## src/rtl/multi_debounce_pkg.sv

```systemverilog
// Shared debounce definitions.
// Holds the default parameter values used by multi_debounce and its
// per-channel sub-module, plus the counter width helper.
package multi_debounce_pkg;

    localparam int DEF_CHANNELS      = 4;
    localparam int DEF_SYNC_STAGES   = 2;
    localparam int DEF_STABLE_CYCLES = 16;
    localparam int DEF_HOLD_CYCLES   = 1000;
    localparam int DEF_REPEAT_CYCLES = 0;

    // One spare bit above $clog2 so a counter can always hold its
    // terminal value without wrapping.
    function automatic int cnt_width(int value);
        return $clog2(value) + 1;
    endfunction

endpackage

```

## src/rtl/multi_debounce_chan.sv

```systemverilog
// One debounce channel: synchroniser chain, stability counter, edge
// pulses and long-press / auto-repeat pulse generation.
//
// Ports
//   clk        rising-edge clock
//   rst_n      asynchronous active-low reset
//   button     raw asynchronous input bit
//   debounced  accepted level
//   rise       one-cycle pulse on accepted 0->1
//   fall       one-cycle pulse on accepted 1->0
//   hold       one-cycle long-press / auto-repeat pulse
module multi_debounce_chan
    import multi_debounce_pkg::*;
#(
    parameter int SYNC_STAGES   = DEF_SYNC_STAGES,
    parameter int STABLE_CYCLES = DEF_STABLE_CYCLES,
    parameter int HOLD_CYCLES   = DEF_HOLD_CYCLES,
    parameter int REPEAT_CYCLES = DEF_REPEAT_CYCLES
) (
    input  logic clk,
    input  logic rst_n,
    input  logic button,
    output logic debounced,
    output logic rise,
    output logic fall,
    output logic hold
);

    localparam int  SW        = cnt_width(STABLE_CYCLES);
    localparam int  HOLD_MAX  = (HOLD_CYCLES > REPEAT_CYCLES) ? HOLD_CYCLES : REPEAT_CYCLES;
    localparam int  HW        = cnt_width(HOLD_MAX);
    localparam bit  REPEAT_EN = (REPEAT_CYCLES > 0);
    localparam int  REP_TGT   = REPEAT_EN ? REPEAT_CYCLES - 1 : 0;

    logic [SYNC_STAGES-1:0] sync_q;
    logic                   sync_bit;
    logic [SW-1:0]          stab_cnt;
    logic [HW-1:0]          hold_cnt;
    logic                   rep_phase;   // first hold pulse already emitted

    logic          differs;
    logic          accept;
    logic [HW-1:0] hold_target;
    logic          hold_hit;

    assign sync_bit = sync_q[SYNC_STAGES-1];

    always_comb begin
        differs     = sync_bit ^ debounced;
        accept      = differs && (stab_cnt == SW'(STABLE_CYCLES - 1));
        hold_target = rep_phase ? HW'(REP_TGT) : HW'(HOLD_CYCLES - 1);
        // A falling accept on this edge cancels the hold pulse; with repeat
        // disabled the counter is parked after the first pulse.
        hold_hit    = debounced && !accept && !(rep_phase && !REPEAT_EN)
                      && (hold_cnt == hold_target);
    end

    always_ff @(posedge clk or negedge rst_n) begin
        if (!rst_n) begin
            sync_q    <= '0;
            stab_cnt  <= '0;
            debounced <= 1'b0;
            rise      <= 1'b0;
            fall      <= 1'b0;
            hold      <= 1'b0;
            hold_cnt  <= '0;
            rep_phase <= 1'b0;
        end else begin
            sync_q <= {sync_q[SYNC_STAGES-2:0], button};

            if (!differs || accept) begin
                stab_cnt <= '0;
            end else begin
                stab_cnt <= stab_cnt + 1'b1;
            end

            if (accept) begin
                debounced <= sync_bit;
            end
            rise <= accept && sync_bit;
            fall <= accept && !sync_bit;
            hold <= hold_hit;

            if (!debounced || accept) begin
                hold_cnt  <= '0;
                rep_phase <= 1'b0;
            end else if (hold_hit) begin
                hold_cnt  <= '0;
                rep_phase <= 1'b1;
            end else if (hold_cnt != hold_target) begin
                hold_cnt <= hold_cnt + 1'b1;
            end
        end
    end

endmodule

```

## src/rtl/multi_debounce.sv

```systemverilog
// Multi-channel button debouncer. Each bit of button is handled by an
// independent multi_debounce_chan instance.
//
// Ports
//   clk        rising-edge clock
//   rst_n      asynchronous active-low reset
//   button     raw asynchronous inputs, bit i = channel i
//   debounced  accepted level per channel
//   rise       one-cycle pulse per channel on accepted 0->1
//   fall       one-cycle pulse per channel on accepted 1->0
//   hold       one-cycle long-press / auto-repeat pulse per channel
module multi_debounce
    import multi_debounce_pkg::*;
#(
    parameter int CHANNELS      = DEF_CHANNELS,
    parameter int SYNC_STAGES   = DEF_SYNC_STAGES,
    parameter int STABLE_CYCLES = DEF_STABLE_CYCLES,
    parameter int HOLD_CYCLES   = DEF_HOLD_CYCLES,
    parameter int REPEAT_CYCLES = DEF_REPEAT_CYCLES
) (
    input  logic                clk,
    input  logic                rst_n,
    input  logic [CHANNELS-1:0] button,
    output logic [CHANNELS-1:0] debounced,
    output logic [CHANNELS-1:0] rise,
    output logic [CHANNELS-1:0] fall,
    output logic [CHANNELS-1:0] hold
);

    for (genvar i = 0; i < CHANNELS; i++) begin : g_chan
        multi_debounce_chan #(
            .SYNC_STAGES  (SYNC_STAGES),
            .STABLE_CYCLES(STABLE_CYCLES),
            .HOLD_CYCLES  (HOLD_CYCLES),
            .REPEAT_CYCLES(REPEAT_CYCLES)
        ) u_chan (
            .clk      (clk),
            .rst_n    (rst_n),
            .button   (button[i]),
            .debounced(debounced[i]),
            .rise     (rise[i]),
            .fall     (fall[i]),
            .hold     (hold[i])
        );
    end

endmodule

```

## config.mk

```make
export PLATFORM = sky130hd
export DESIGN_NAME = multi_debounce
export DESIGN_NICKNAME = d
export VERILOG_FILES = /design/src/rtl/multi_debounce_pkg.sv /design/src/rtl/multi_debounce_chan.sv /design/src/rtl/multi_debounce.sv
export SDC_FILE = /design/constraint.sdc
export NUM_CORES = 1
export LEC_CHECK = 0
export BUFFER_PORTS_ARGS = -buffer_cell sky130_fd_sc_hd__buf_2
export CAP_MARGIN = 25
export CORE_MARGIN = 3
export CORE_UTILIZATION = 60
export DETAILED_ROUTE_END_ITERATION = 8
export GPL_TIMING_DRIVEN = 0
export PLACE_DENSITY = 0.84
export SLEW_MARGIN = 20
export SYNTH_ARGS = -nofsm -noshare
export SYNTH_HDL_FRONTEND = slang
export SYNTH_SLANG_ARGS = --single-unit
```

## constraint.sdc

```tcl
create_clock -name clk -period 3.4 [get_ports clk]
set_clock_uncertainty 0.15 [all_clocks]
set_input_delay 0.68 -clock clk [delete_from_list [all_inputs] [get_ports clk]]
set_output_delay 0.68 -clock clk [all_outputs]
set_load 0.05 [all_outputs]
```

==> metrics.yaml <==
timing:
  min_period_ns: 2.198
  setup_tns_ns: 0
  slew_viol_final: 0
  worst_slew_pin_slew_ns: 0.5930
  rsz0062_at_grt: "no"
  worst_slack_ns: 1.202
  setup_violations: 0
  max_slew_margin_pct: 60.20
  finalHoldViolCount: 0
  fmax_mhz: 454.9
  fin_crit_sh_pct: 64.65
clocking:
  cts_made_buffers: 9
  cts_resized: 0
  htreeDepth: 3
  cts_buffer_depth: 2
  cts_setup_buffers: 0
  cts_sinks: 92
  cts.clk_slew.worst_paths_ns: 0.09
  cts_tree: "built"
  cts-root-buf: "clkbuf_8"
  clkLatencyLatePin_ns: 0.35
  hold_buffers: 0
final_layout:
  fillerInstances: 474
  final_cell_area_um2: 4696
  fin_nets: 448
  stdcell_count: 527
  register_area_um2: 2302
  syn_to_final_growth_pct: 11.23
  layout-drive-gt1-share_pct: 14.98
  multiInputGateArea_um2: 1713
  insertedDiodeCount: 0
run_status:
  status: "completed"
drt:
  first_pass_iters: 4
  finalWirelength_um: 6488
  num_vias: 2782
  first_iter_violations: 173
  wl_per_cell_um: 12.31
  route.antenna.remaining_nets: 0
  avgViaCountPerCell: 5.279
  drc: 0
global_route:
  overflow: 0
  grt_pass1_wl_um: 11850
  grt.total_usage_pct: 17.78
  grt_max_degree: 62
  grt_pass1_vias: 2796
  antenna_found_initial: 0
placement:
  dp.cells: 512
  dpl_cell_area_um2: 4473
  portBuffers: 21
  routabilityCongestion: 0.8566
  post-place-ws_ns: 1.228
  hpwl_um: 4590
logic_synthesis:
  syn_area_um2: 4222
  yosysSeqAreaShare_pct: 54.53
  yosysWarnings: 0
  synth.net_count: 415
  syn_area_per_cell_um2: 10.63
  synth_cell_type_count: 41
  synth-edff-count: 0
  synthCells: 397
  synth_ff_type: "dfrtp_1"
  async_reset_ff_share_pct: 100.0
  ys_ff_latch: 92
floorplanning:
  fp.coreArea_um2: 6568
  start_util_pct: 64.28
  pin_count: 22
  die_h_um: 89.88
  die_w_um: 89.88
  die-area_um2: 8078
  fp-row-count: 29
setup_path:
  r2r_cells: 7
  arrival_ns: 2.28
  r2r_end: "g_chan[0].u_chan.hold$_DFF_PN0_"
  timing.rr.start: "g_chan[0].u_chan.stab_cnt[0]$_DFF_PN0_"
  path_class: "flip-flop to flip-flop"
  cp-start-kind: "flip-flop"
  critPathMaxFanout: 8
  required_ns: 3.49
  r2r_slack_ns: 1.20
  end_kind: "flip-flop"
hold_path:
  min_path_type: "input pin to async pin"
power_and_ir_drop:
  ir_drop_mv: 0.2320
  p_leak_uw: 0.002086
  finalPower_uw: 1974
  power-per-cell-area_nw_per_um2: 420.4
job:
  cap_viol_max_count: 0
[worst max-delay path, stage by stage (launching register included)]
cell	delay, ns
dfrtp_1	0.41
ha_1	0.23
and3_1	0.19
ha_1	0.20
nand2b_1	0.09
and2_1	0.13
clkbuf_1	0.36
nor4b_1	0.34
[cells in the mapped netlist, drive strengths merged, types with 3 or more instances]
master	number	area share [%]
buf	16	2.8
nand2b	10	1.5
nor4b	7	2.0
nand3	22	2.7
nand2	18	1.6
nand4	4	0.59
and2	4	0.59
nor2	74	6.6
o21ai	10	1.9
and3	11	1.6
or2	3	0.44
xor2	16	3.3
xnor2	28	5.8
ha	12	3.6
dfrtp	92	55
o21a	3	0.53
nor3	16	1.9
inv	22	2.0
nor4	5	0.74
and4b	4	0.95
[worst max path at each step]
stage                                                       from  cells past startpoint  slack (ns)                                        to
after floorplan           g_chan[0].u_chan.stab_cnt[0]$_DFF_PN0_                      8        1.48  g_chan[0].u_chan.hold_cnt[7]$_DFFE_PN0P_
after global placement                                     rst_n                      1        0.74  g_chan[0].u_chan.hold_cnt[0]$_DFFE_PN0P_
after detailed placement  g_chan[0].u_chan.stab_cnt[0]$_DFF_PN0_                      7        1.23           g_chan[0].u_chan.hold$_DFF_PN0_
after CTS                 g_chan[0].u_chan.stab_cnt[0]$_DFF_PN0_                      7        1.20           g_chan[0].u_chan.hold$_DFF_PN0_
after global routing      g_chan[0].u_chan.stab_cnt[0]$_DFF_PN0_                      8        1.10  g_chan[0].u_chan.hold_cnt[7]$_DFFE_PN0P_
final                     g_chan[0].u_chan.stab_cnt[0]$_DFF_PN0_                      7        1.20           g_chan[0].u_chan.hold$_DFF_PN0_
[metal layers]
| metal | GRT usage (%) | up-vias | routed length [um] |
|---|---|---|---|
| li1 | - | 1390 | - |
| met1 | 22.69 | 1330 | 2947 |
| met2 | 29.20 | 55 | 3203 |
| met3 | 3.255 | 7 | 251 |
| met4 | 9.184 | 0 | 86 |
| met5 | 0 | - | 0 |
[flip-flops by register name, indices dropped and copies added, names as in the netlist]
register and count:
g_chan.u_chan.hold_cnt 44, g_chan.u_chan.stab_cnt 20, g_chan.u_chan.sync_q 8, g_chan.u_chan.debounced 4
g_chan.u_chan.fall 4, g_chan.u_chan.hold 4, g_chan.u_chan.rep_phase 4, g_chan.u_chan.rise 4
[layout make-up]
class | count | area share, %
clock buffers | 10 | 2.931
plain buffers | 17 | 2.638
clock inverters | 5 | 1.812
well taps | 93 | 2.478
multi-input cells | 266 | 36.48
flip-flops and latches | 92 | 49.03
repair buffers | 22 | 2.878
inverters | 22 | 1.759
[cell usage in the layout, fill, tap and decap left out, drive strengths merged, types with 3 or more instances in the layout]
master / instances
and2: 4
and3: 11
and4b: 4
buf: 38
clkbuf: 11
dfrtp: 92
ha: 12
inv: 23
nand2: 18
nand2b: 10
nand3: 22
nand4: 4
nor2: 74
nor3: 16
nor4: 5
nor4b: 7
o21a: 3
o21ai: 10
or2: 3
xnor2: 28
xor2: 16
[report_power, final]
group / leakage, uW / switching [uW] / internal [uW]
Clock: 0.000109 / 366 / 434
Sequential: 0.00126 / 10.7 / 1110
Combinational: 0.000720 / 35.0 / 18.9
[logic make-up after synthesis]
group,after synthesis,share of synthesized area [%]
simple gates,184,22.29
fa+ha+maj,12,3.557
buf+inv,39,4.890
flops,92,54.53
compound gates,26,5.601
xor+xnor,44,9.129
[stage by stage]
| step | utilization [%] | hold WS [ns] |
|---|---|---|
| final | 71.50 | 0.1132 |
| after global routing | 71.50 | 0.1363 |
| after CTS | 71.50 | 0.1178 |
| after detailed placement | 68.11 | 0.1871 |
| after global placement | 67.65 | 0.1837 |
| after floorplan | - | 0.1812 |
No activity file was read; power rests on OpenSTA's default activity.
